$ cat src/rtl/motion_diff_bbox.sv
// Frame-difference motion detector: per-pixel motion mask against the previous frame,
// plus a per-frame bounding box and moving-pixel count published at frame end.
module motion_diff_bbox #(
    parameter int unsigned IMG_HDISP  = 640,
    parameter int unsigned IMG_VDISP  = 480,
    parameter int unsigned MIN_PIXELS = 16
) (
    input  logic        clk,
    input  logic        rst,
    input  logic        per_frame_vsync,
    input  logic        per_frame_href,
    input  logic        per_frame_clken,
    input  logic [7:0]  per_img_gray,
    input  logic [7:0]  diff_threshold,
    output logic        prev_rd,
    input  logic [7:0]  prev_gray,
    input  logic        prev_empty,
    output logic        post_frame_vsync,
    output logic        post_frame_href,
    output logic        post_frame_clken,
    output logic        post_img_bit,
    output logic [9:0]  box_xmin,
    output logic [9:0]  box_xmax,
    output logic [9:0]  box_ymin,
    output logic [9:0]  box_ymax,
    output logic [18:0] motion_cnt,
    output logic        box_valid,
    output logic        frame_done,
    output logic        underrun
);

    localparam logic [9:0]  XLast   = 10'(IMG_HDISP - 1);
    localparam logic [9:0]  YLast   = 10'(IMG_VDISP - 1);
    localparam logic [18:0] CntSat  = 19'h7FFFF;
    localparam logic [18:0] MinCnt  = 19'(MIN_PIXELS);

    typedef enum logic [1:0] {StIdle, StActive, StFlush, StPublish} state_e;

    logic pix_in;
    logic vsync_q, href_q;
    logic vs_rise, vs_fall, href_fall;

    assign pix_in    = per_frame_clken & per_frame_href;
    assign prev_rd   = pix_in & ~prev_empty & ~rst;
    assign vs_rise   = per_frame_vsync & ~vsync_q;
    assign vs_fall   = ~per_frame_vsync & vsync_q;
    assign href_fall = ~per_frame_href & href_q;

    // Edge detectors; vsync_q resets high so a reset inside a frame never fakes a rise.
    always_ff @(posedge clk) begin
        if (rst) begin
            vsync_q <= 1'b1;
            href_q  <= 1'b0;
        end else begin
            vsync_q <= per_frame_vsync;
            href_q  <= per_frame_href;
        end
    end

    logic [9:0] x_q, y_q;
    logic       x_ovf_q, y_ovf_q;

    // Saturating pixel coordinates; the ovf flags mark pixels beyond the active window.
    always_ff @(posedge clk) begin
        if (rst) begin
            x_q     <= '0;
            x_ovf_q <= 1'b0;
            y_q     <= '0;
            y_ovf_q <= 1'b0;
        end else begin
            if (href_fall) begin
                x_q     <= '0;
                x_ovf_q <= 1'b0;
            end else if (pix_in) begin
                if (x_q == XLast) x_ovf_q <= 1'b1;
                else              x_q     <= x_q + 10'd1;
            end
            if (vs_rise) begin
                y_q     <= '0;
                y_ovf_q <= 1'b0;
            end else if (href_fall) begin
                if (y_q == YLast) y_ovf_q <= 1'b1;
                else              y_q     <= y_q + 10'd1;
            end
        end
    end

    logic       s1_pix_q, s1_inr_q, s1_empty_q, s1_vs_q, s1_hr_q;
    logic [7:0] s1_gray_q;
    logic [9:0] s1_x_q, s1_y_q;

    // Stage 1: hold the current pixel and its context while the FIFO returns prev_gray.
    always_ff @(posedge clk) begin
        if (rst) begin
            s1_pix_q   <= 1'b0;
            s1_inr_q   <= 1'b0;
            s1_empty_q <= 1'b0;
            s1_vs_q    <= 1'b0;
            s1_hr_q    <= 1'b0;
            s1_gray_q  <= '0;
            s1_x_q     <= '0;
            s1_y_q     <= '0;
        end else begin
            s1_pix_q   <= pix_in;
            s1_inr_q   <= ~x_ovf_q & ~y_ovf_q;
            s1_empty_q <= prev_empty;
            s1_vs_q    <= per_frame_vsync;
            s1_hr_q    <= per_frame_href;
            s1_gray_q  <= per_img_gray;
            s1_x_q     <= x_q;
            s1_y_q     <= y_q;
        end
    end

    logic [8:0] diff9;
    logic [7:0] abs_d;
    logic       mask_d;
    logic       first_frame_q;

    // Stage 2: absolute difference and threshold; invalid or unreadable pixels mask to 0.
    always_comb begin
        diff9  = {1'b0, s1_gray_q} - {1'b0, prev_gray};
        abs_d  = diff9[8] ? (~diff9[7:0] + 8'd1) : diff9[7:0];
        mask_d = s1_pix_q & s1_inr_q & ~s1_empty_q & ~first_frame_q &
                 (abs_d > diff_threshold);
    end

    // Output stage: control delayed two cycles to stay aligned with the mask.
    always_ff @(posedge clk) begin
        if (rst) begin
            post_frame_vsync <= 1'b0;
            post_frame_href  <= 1'b0;
            post_frame_clken <= 1'b0;
            post_img_bit     <= 1'b0;
        end else begin
            post_frame_vsync <= s1_vs_q;
            post_frame_href  <= s1_hr_q;
            post_frame_clken <= s1_pix_q;
            post_img_bit     <= mask_d;
        end
    end

    state_e state_q, state_d;
    logic   flush_q, pend_q;

    // Frame FSM next state; pend_q remembers a vsync rise that arrived during the flush.
    always_comb begin
        state_d = state_q;
        unique case (state_q)
            StIdle:    if (vs_rise) state_d = StActive;
            StActive:  if (vs_fall) state_d = StFlush;
            StFlush:   if (flush_q) state_d = StPublish;
            StPublish: state_d = (pend_q | vs_rise) ? StActive : StIdle;
            default:   state_d = StIdle;
        endcase
    end

    // Frame FSM state, two-cycle flush counter and pending-start flag.
    always_ff @(posedge clk) begin
        if (rst) begin
            state_q <= StIdle;
            flush_q <= 1'b0;
            pend_q  <= 1'b0;
        end else begin
            state_q <= state_d;
            flush_q <= (state_q == StFlush) & ~flush_q;
            pend_q  <= (state_q == StFlush) & (pend_q | vs_rise);
        end
    end

    logic [9:0]  xmin_q, xmax_q, ymin_q, ymax_q, xmin_d, xmax_d, ymin_d, ymax_d;
    logic [18:0] cnt_q, cnt_d;

    // Accumulator update; re-armed on publish so a pixel landing that cycle is kept.
    always_comb begin
        xmin_d = xmin_q;
        xmax_d = xmax_q;
        ymin_d = ymin_q;
        ymax_d = ymax_q;
        cnt_d  = cnt_q;
        if ((vs_rise && state_q == StIdle) || state_q == StPublish) begin
            xmin_d = XLast;
            xmax_d = '0;
            ymin_d = YLast;
            ymax_d = '0;
            cnt_d  = '0;
        end
        if (mask_d && state_q != StIdle) begin
            if (s1_x_q < xmin_d) xmin_d = s1_x_q;
            if (s1_x_q > xmax_d) xmax_d = s1_x_q;
            if (s1_y_q < ymin_d) ymin_d = s1_y_q;
            if (s1_y_q > ymax_d) ymax_d = s1_y_q;
            if (cnt_d != CntSat) cnt_d = cnt_d + 19'd1;
        end
    end

    // Accumulator registers.
    always_ff @(posedge clk) begin
        if (rst) begin
            xmin_q <= '0;
            xmax_q <= '0;
            ymin_q <= '0;
            ymax_q <= '0;
            cnt_q  <= '0;
        end else begin
            xmin_q <= xmin_d;
            xmax_q <= xmax_d;
            ymin_q <= ymin_d;
            ymax_q <= ymax_d;
            cnt_q  <= cnt_d;
        end
    end

    // Publish results of the completed frame and end first-frame suppression.
    always_ff @(posedge clk) begin
        if (rst) begin
            box_xmin      <= '0;
            box_xmax      <= '0;
            box_ymin      <= '0;
            box_ymax      <= '0;
            motion_cnt    <= '0;
            box_valid     <= 1'b0;
            frame_done    <= 1'b0;
            first_frame_q <= 1'b1;
        end else begin
            frame_done <= (state_q == StPublish);
            if (state_q == StPublish) begin
                box_xmin      <= xmin_q;
                box_xmax      <= xmax_q;
                box_ymin      <= ymin_q;
                box_ymax      <= ymax_q;
                motion_cnt    <= cnt_q;
                box_valid     <= (cnt_q >= MinCnt);
                first_frame_q <= 1'b0;
            end
        end
    end

    // Sticky underrun flag; a new empty read wins over the frame-start clear.
    always_ff @(posedge clk) begin
        if (rst) begin
            underrun <= 1'b0;
        end else if (pix_in & prev_empty) begin
            underrun <= 1'b1;
        end else if (vs_rise) begin
            underrun <= 1'b0;
        end
    end

endmodule

$ cat config.mk
export PLATFORM = sky130hd
export DESIGN_NAME = motion_diff_bbox
export DESIGN_NICKNAME = d
export VERILOG_FILES = /design/src/rtl/motion_diff_bbox.sv
export SDC_FILE = /design/constraint.sdc
export NUM_CORES = 1
export LEC_CHECK = 0
export BUFFER_PORTS_ARGS = -buffer_cell sky130_fd_sc_hd__buf_4
export CAP_MARGIN = 0
export CORE_MARGIN = 1.5
export CORE_UTILIZATION = 53
export DETAILED_ROUTE_END_ITERATION = 16
export HOLD_SLACK_MARGIN = 0.03
export PLACE_DENSITY = 0.84
export SYNTH_ARGS = -nofsm -noshare
export SYNTH_HDL_FRONTEND = slang
export SYNTH_SLANG_ARGS = --single-unit
$ cat constraint.sdc
create_clock -name clk -period 3.8 [get_ports clk]
set_clock_uncertainty 0.15 [all_clocks]
set_input_delay 0 -clock clk [delete_from_list [all_inputs] [get_ports clk]]
set_output_delay 0 -clock clk [all_outputs]
set_load 0.05 [all_outputs]
==> metrics.md <==
| Metric | Value |
|---|---|
| Outcome | `finished with violations` |
| Failing checks | `setup timing` |
| Vias in the first global route | `6,967` |
| # DRC | `0` |
| Worst path cell trace | `ha_1 -> or2_2 -> o211a_1 -> nor3_4 -> o21bai_1 -> a21o_2 -> a31oi_1 -> xnor2_1 -> ha_1 -> nand4_1 -> o2111ai_2 -> nor2_4 -> buf_4 -> nand4_1 -> nor3_4 -> nor3b_4 -> mux2i_1` |
| Dpl cell area | `9860 um2` |
| Die Ht | `131 um` |
| Clk sinks | `186` |
| WP data required | `4020 ps` |
| Slowest Stage Delay on Critical Path | `300 ps` |
| Pwr dens | `418 nW/um2` |
| Total Routed Length | `20,900 um` |
| H-Tree Depth | `4` |
| Final GP Congestion | `0.848` |
| TritonRoute pass-1 iters | `5` |
| Antenna cells | `0` |
| Wire length on met2 | `10,400 um` |
| Largest net degree at the start of global routing | `107` |
| Post-layout nets | `1,172` |
| DR iter-0 viols | `542` |
| Synthesis-to-layout area growth | `26.8%` |
| Initial Util | `54.5%` |
| Hold slack | `37.1 ps` |
| Total chip power | `4.62 mW` |
| Synth Register Bits | `186` |
| Io pins | `97` |
| Row Count | `46` |
| Die area | `17,200 um2` |
| Via count | `7,256` |
| Design area | `11,000 um2` |
| Slew HR | `25.7%` |
| RSZ-0062 raised after global routing | `yes` |
| Clock transition at the registers of the reported paths | `70 ps` |
| Clock tree from TritonCTS | `yes` |
| CTS root buf | `clkbuf_16` |
| Final hold violations | `0` |
| Dpl hpwl | `13,300 um` |
| Final Cycle Share | `107%` |
| Number of flops mapped to enable cells by yosys | `0` |
| Critical path type | `reg -> reg` |
| Net Count, Synth | `1,033` |
| Multi-input logic area | `4950 um2` |
| First-pass GRT wire length | `33,400 um` |
| Wire length per cell | `16.0 um` |
| Tmin final | `4060 ps` |
| Pre-CTS WS | `-258 ps` |
| I/O Buffers | `96` |
| CP max stage cell | `dfxtp_1` |
| Async set-reset flop share out of synthesis | `0%` |
| Met1 wire length | `8780 um` |
| Filler cells | `1,147` |
| Primary FF master, synth | `dfxtp_1` |
| Worst EP arrival | `4280 ps` |
| # setup viols final | `58` |
| Hold/Removal Path Class | `in -> reg` |
| Max Fclk | `246 MHz` |
| Core Box Area | `16,000 um2` |
| Worst vdd ir | `0.000347 V` |
| Fraction of the yosys area taken by sequential cells | `42.7%` |
| Synth Area per Inst | `9.28 um2` |
| Worst setup SP type | `register` |
| Grt total ovfl | `0` |
| Total CTS buffers | `17` |
| Top Metal Used | `met4` |
| Worst-margin pin slew | `1110 ps` |
| Total track usage | `23.6%` |
| Worst-path fanout max | `8` |
| Non-filler cells, final | `1,306` |
| LEAKAGE | `4.63 nW` |
| Post-route ant nets | `0` |
| Final WS setup | `-257 ps` |
| Clock latency on the worst-skew pair | `440 ps` |
| Via/cell ratio | `5.56` |
| Die W | `131 um` |
| Wire length on met3 | `1040 um` |
| Gate Count Post-Synth | `939` |
| Max-Cap Viols | `0` |
| Post-synth cell types | `57` |
| Placed cells | `1,243` |
| Warnings from Yosys | `0` |
| Setup crit end kind | `register` |
| FF+latch area | `3720 um2` |
| Initial antenna violation count | `0` |
| Final Max Tran Viols | `0` |
| Maximum clock insertion buffer count | `2` |
| Layout cells sized above 1 | `22.8%` |
| Netlist Area Pre-Place | `8710 um2` |
per-stage QoR:
stage / utilization, % / setup TNS [ps]
floorplan: - / 0
global placement: 61.6 / -1430
detailed placement: 61.6 / -6910
CTS: 67.6 / -4720
global route: 69.0 / -20560
finish: 69.0 / -9490
registers in the layout, summed over array words and instances (netlist names), 2 cells and up:
signal      cells
box_ymin       10
motion_cnt     19
state_q         2
box_xmin       10
s1_gray_q       8
ymin_q         10
y_q            10
xmin_q         10
x_q            10
xmax_q         10
cnt_q          19
box_ymax       10
s1_y_q         10
s1_x_q         10
ymax_q         10
box_xmax       10
critical path: cells and delay by family (launching register included):
| family | cells | cell delay, ps |
|---|---|---|
| multiplexers | 1 | 190 |
| adder cells (fa/ha/maj) | 2 | 530 |
| flip-flops | 1 | 300 |
| AND/OR/NAND/NOR | 7 | 1520 |
| buffers and inverters | 1 | 150 |
| AO/OA/AOI/OAI | 5 | 980 |
| XOR/XNOR | 1 | 160 |
where the power goes:
group / leakage (nW) / internal, mW / switching, mW / total [mW]
clock network: 0.276 / 1.05 / 0.749 / 1.80
registers: 1.51 / 2.00 / 0.0440 / 2.05
logic: 2.85 / 0.343 / 0.430 / 0.773
cell usage in the layout, fill, tap and decap left out, types with 4 or more instances in the layout:
cell and n:
a21o_1 10, a21oi_1 26, a21oi_2 6, and2_1 5, and3_1 10, buf_4 135, buf_6 11, clkbuf_16 18
clkinvlp_4 4, dfxtp_1 185, dlygate4sd3_1 13, ha_1 60, inv_1 29, mux2i_1 87, nand2_1 69, nand2b_1 22
nand3_1 9, nand3b_1 14, nand4_1 23, nor2_1 131, nor2_2 6, nor2b_1 38, nor3_1 11, nor3_2 4
nor4_1 5, o21ai_0 15, o31ai_1 12, or2_2 7, or3_1 4, xnor2_1 17, xor2_1 18
synth_stat cells (all sizes together), types with 11 or more instances:
master | n | area share, %
nand4 | 24 | 1.8
xnor2 | 19 | 1.9
clkbuf | 33 | 1.4
ha | 63 | 9.0
nor2b | 42 | 3.0
xor2 | 18 | 1.8
nand3 | 13 | 0.75
nand2b | 22 | 1.6
a21oi | 32 | 1.9
o21ai | 17 | 0.98
buf | 12 | 0.80
inv | 30 | 1.3
o31ai | 17 | 1.9
nand3b | 14 | 1.2
dfxtp | 186 | 43
mux2i | 87 | 10
nor3 | 18 | 1.3
nand2 | 71 | 3.1
nor2 | 139 | 6.0
a21o | 11 | 0.95
cells by family after synthesis:
family	share of synthesized area, %
AND/OR/NAND/NOR	22.3
flip-flops	42.7
AO/OA/AOI/OAI	8.43
multiplexers	9.99
buffers and inverters	3.52
adder cells (fa/ha/maj)	9.28
XOR/XNOR	3.72
per-layer routing:
metal,global-route usage [%],vias up
li1,-,3503
met1,28.3,3444
met2,41.0,245
met4,10.2,0
met3,4.71,64
met5,0,-
repair_timing:
| item | in CTS | in global routing |
|---|---|---|
| resized for setup | 32 | 40 |
| hold endpoints to repair | 20 | 0 |
| endpoints found under the setup margin | 57 | 59 |
| hold buffers | 13 | 0 |
| buffers inserted | 11 | 8 |
| cloned | 1 | 0 |
| pin swaps | 29 | 29 |
path summary, 6_finish.rpt:
path,slack [ps],end,depth (start not counted),from
hold / removal,40,motion_cnt[13],2,rst
setup / recovery,-260,cnt_q[17],17,s1_gray_q[3]
hold reg to reg,270,flush_q,1,flush_q
setup reg to reg,-260,cnt_q[17],17,s1_gray_q[3]
layout make-up:
| cell class | instances | area share [%] |
|---|---|---|
| well taps | 216 | 2.45 |
| clock inverters | 10 | 1.29 |
| inverters | 30 | 1.02 |
| clock buffers | 21 | 4.08 |
| flip-flops and latches | 186 | 33.7 |
| multi-input cells | 678 | 44.8 |
| repair buffers | 165 | 12.7 |
Power figures use the tool's default switching activity.
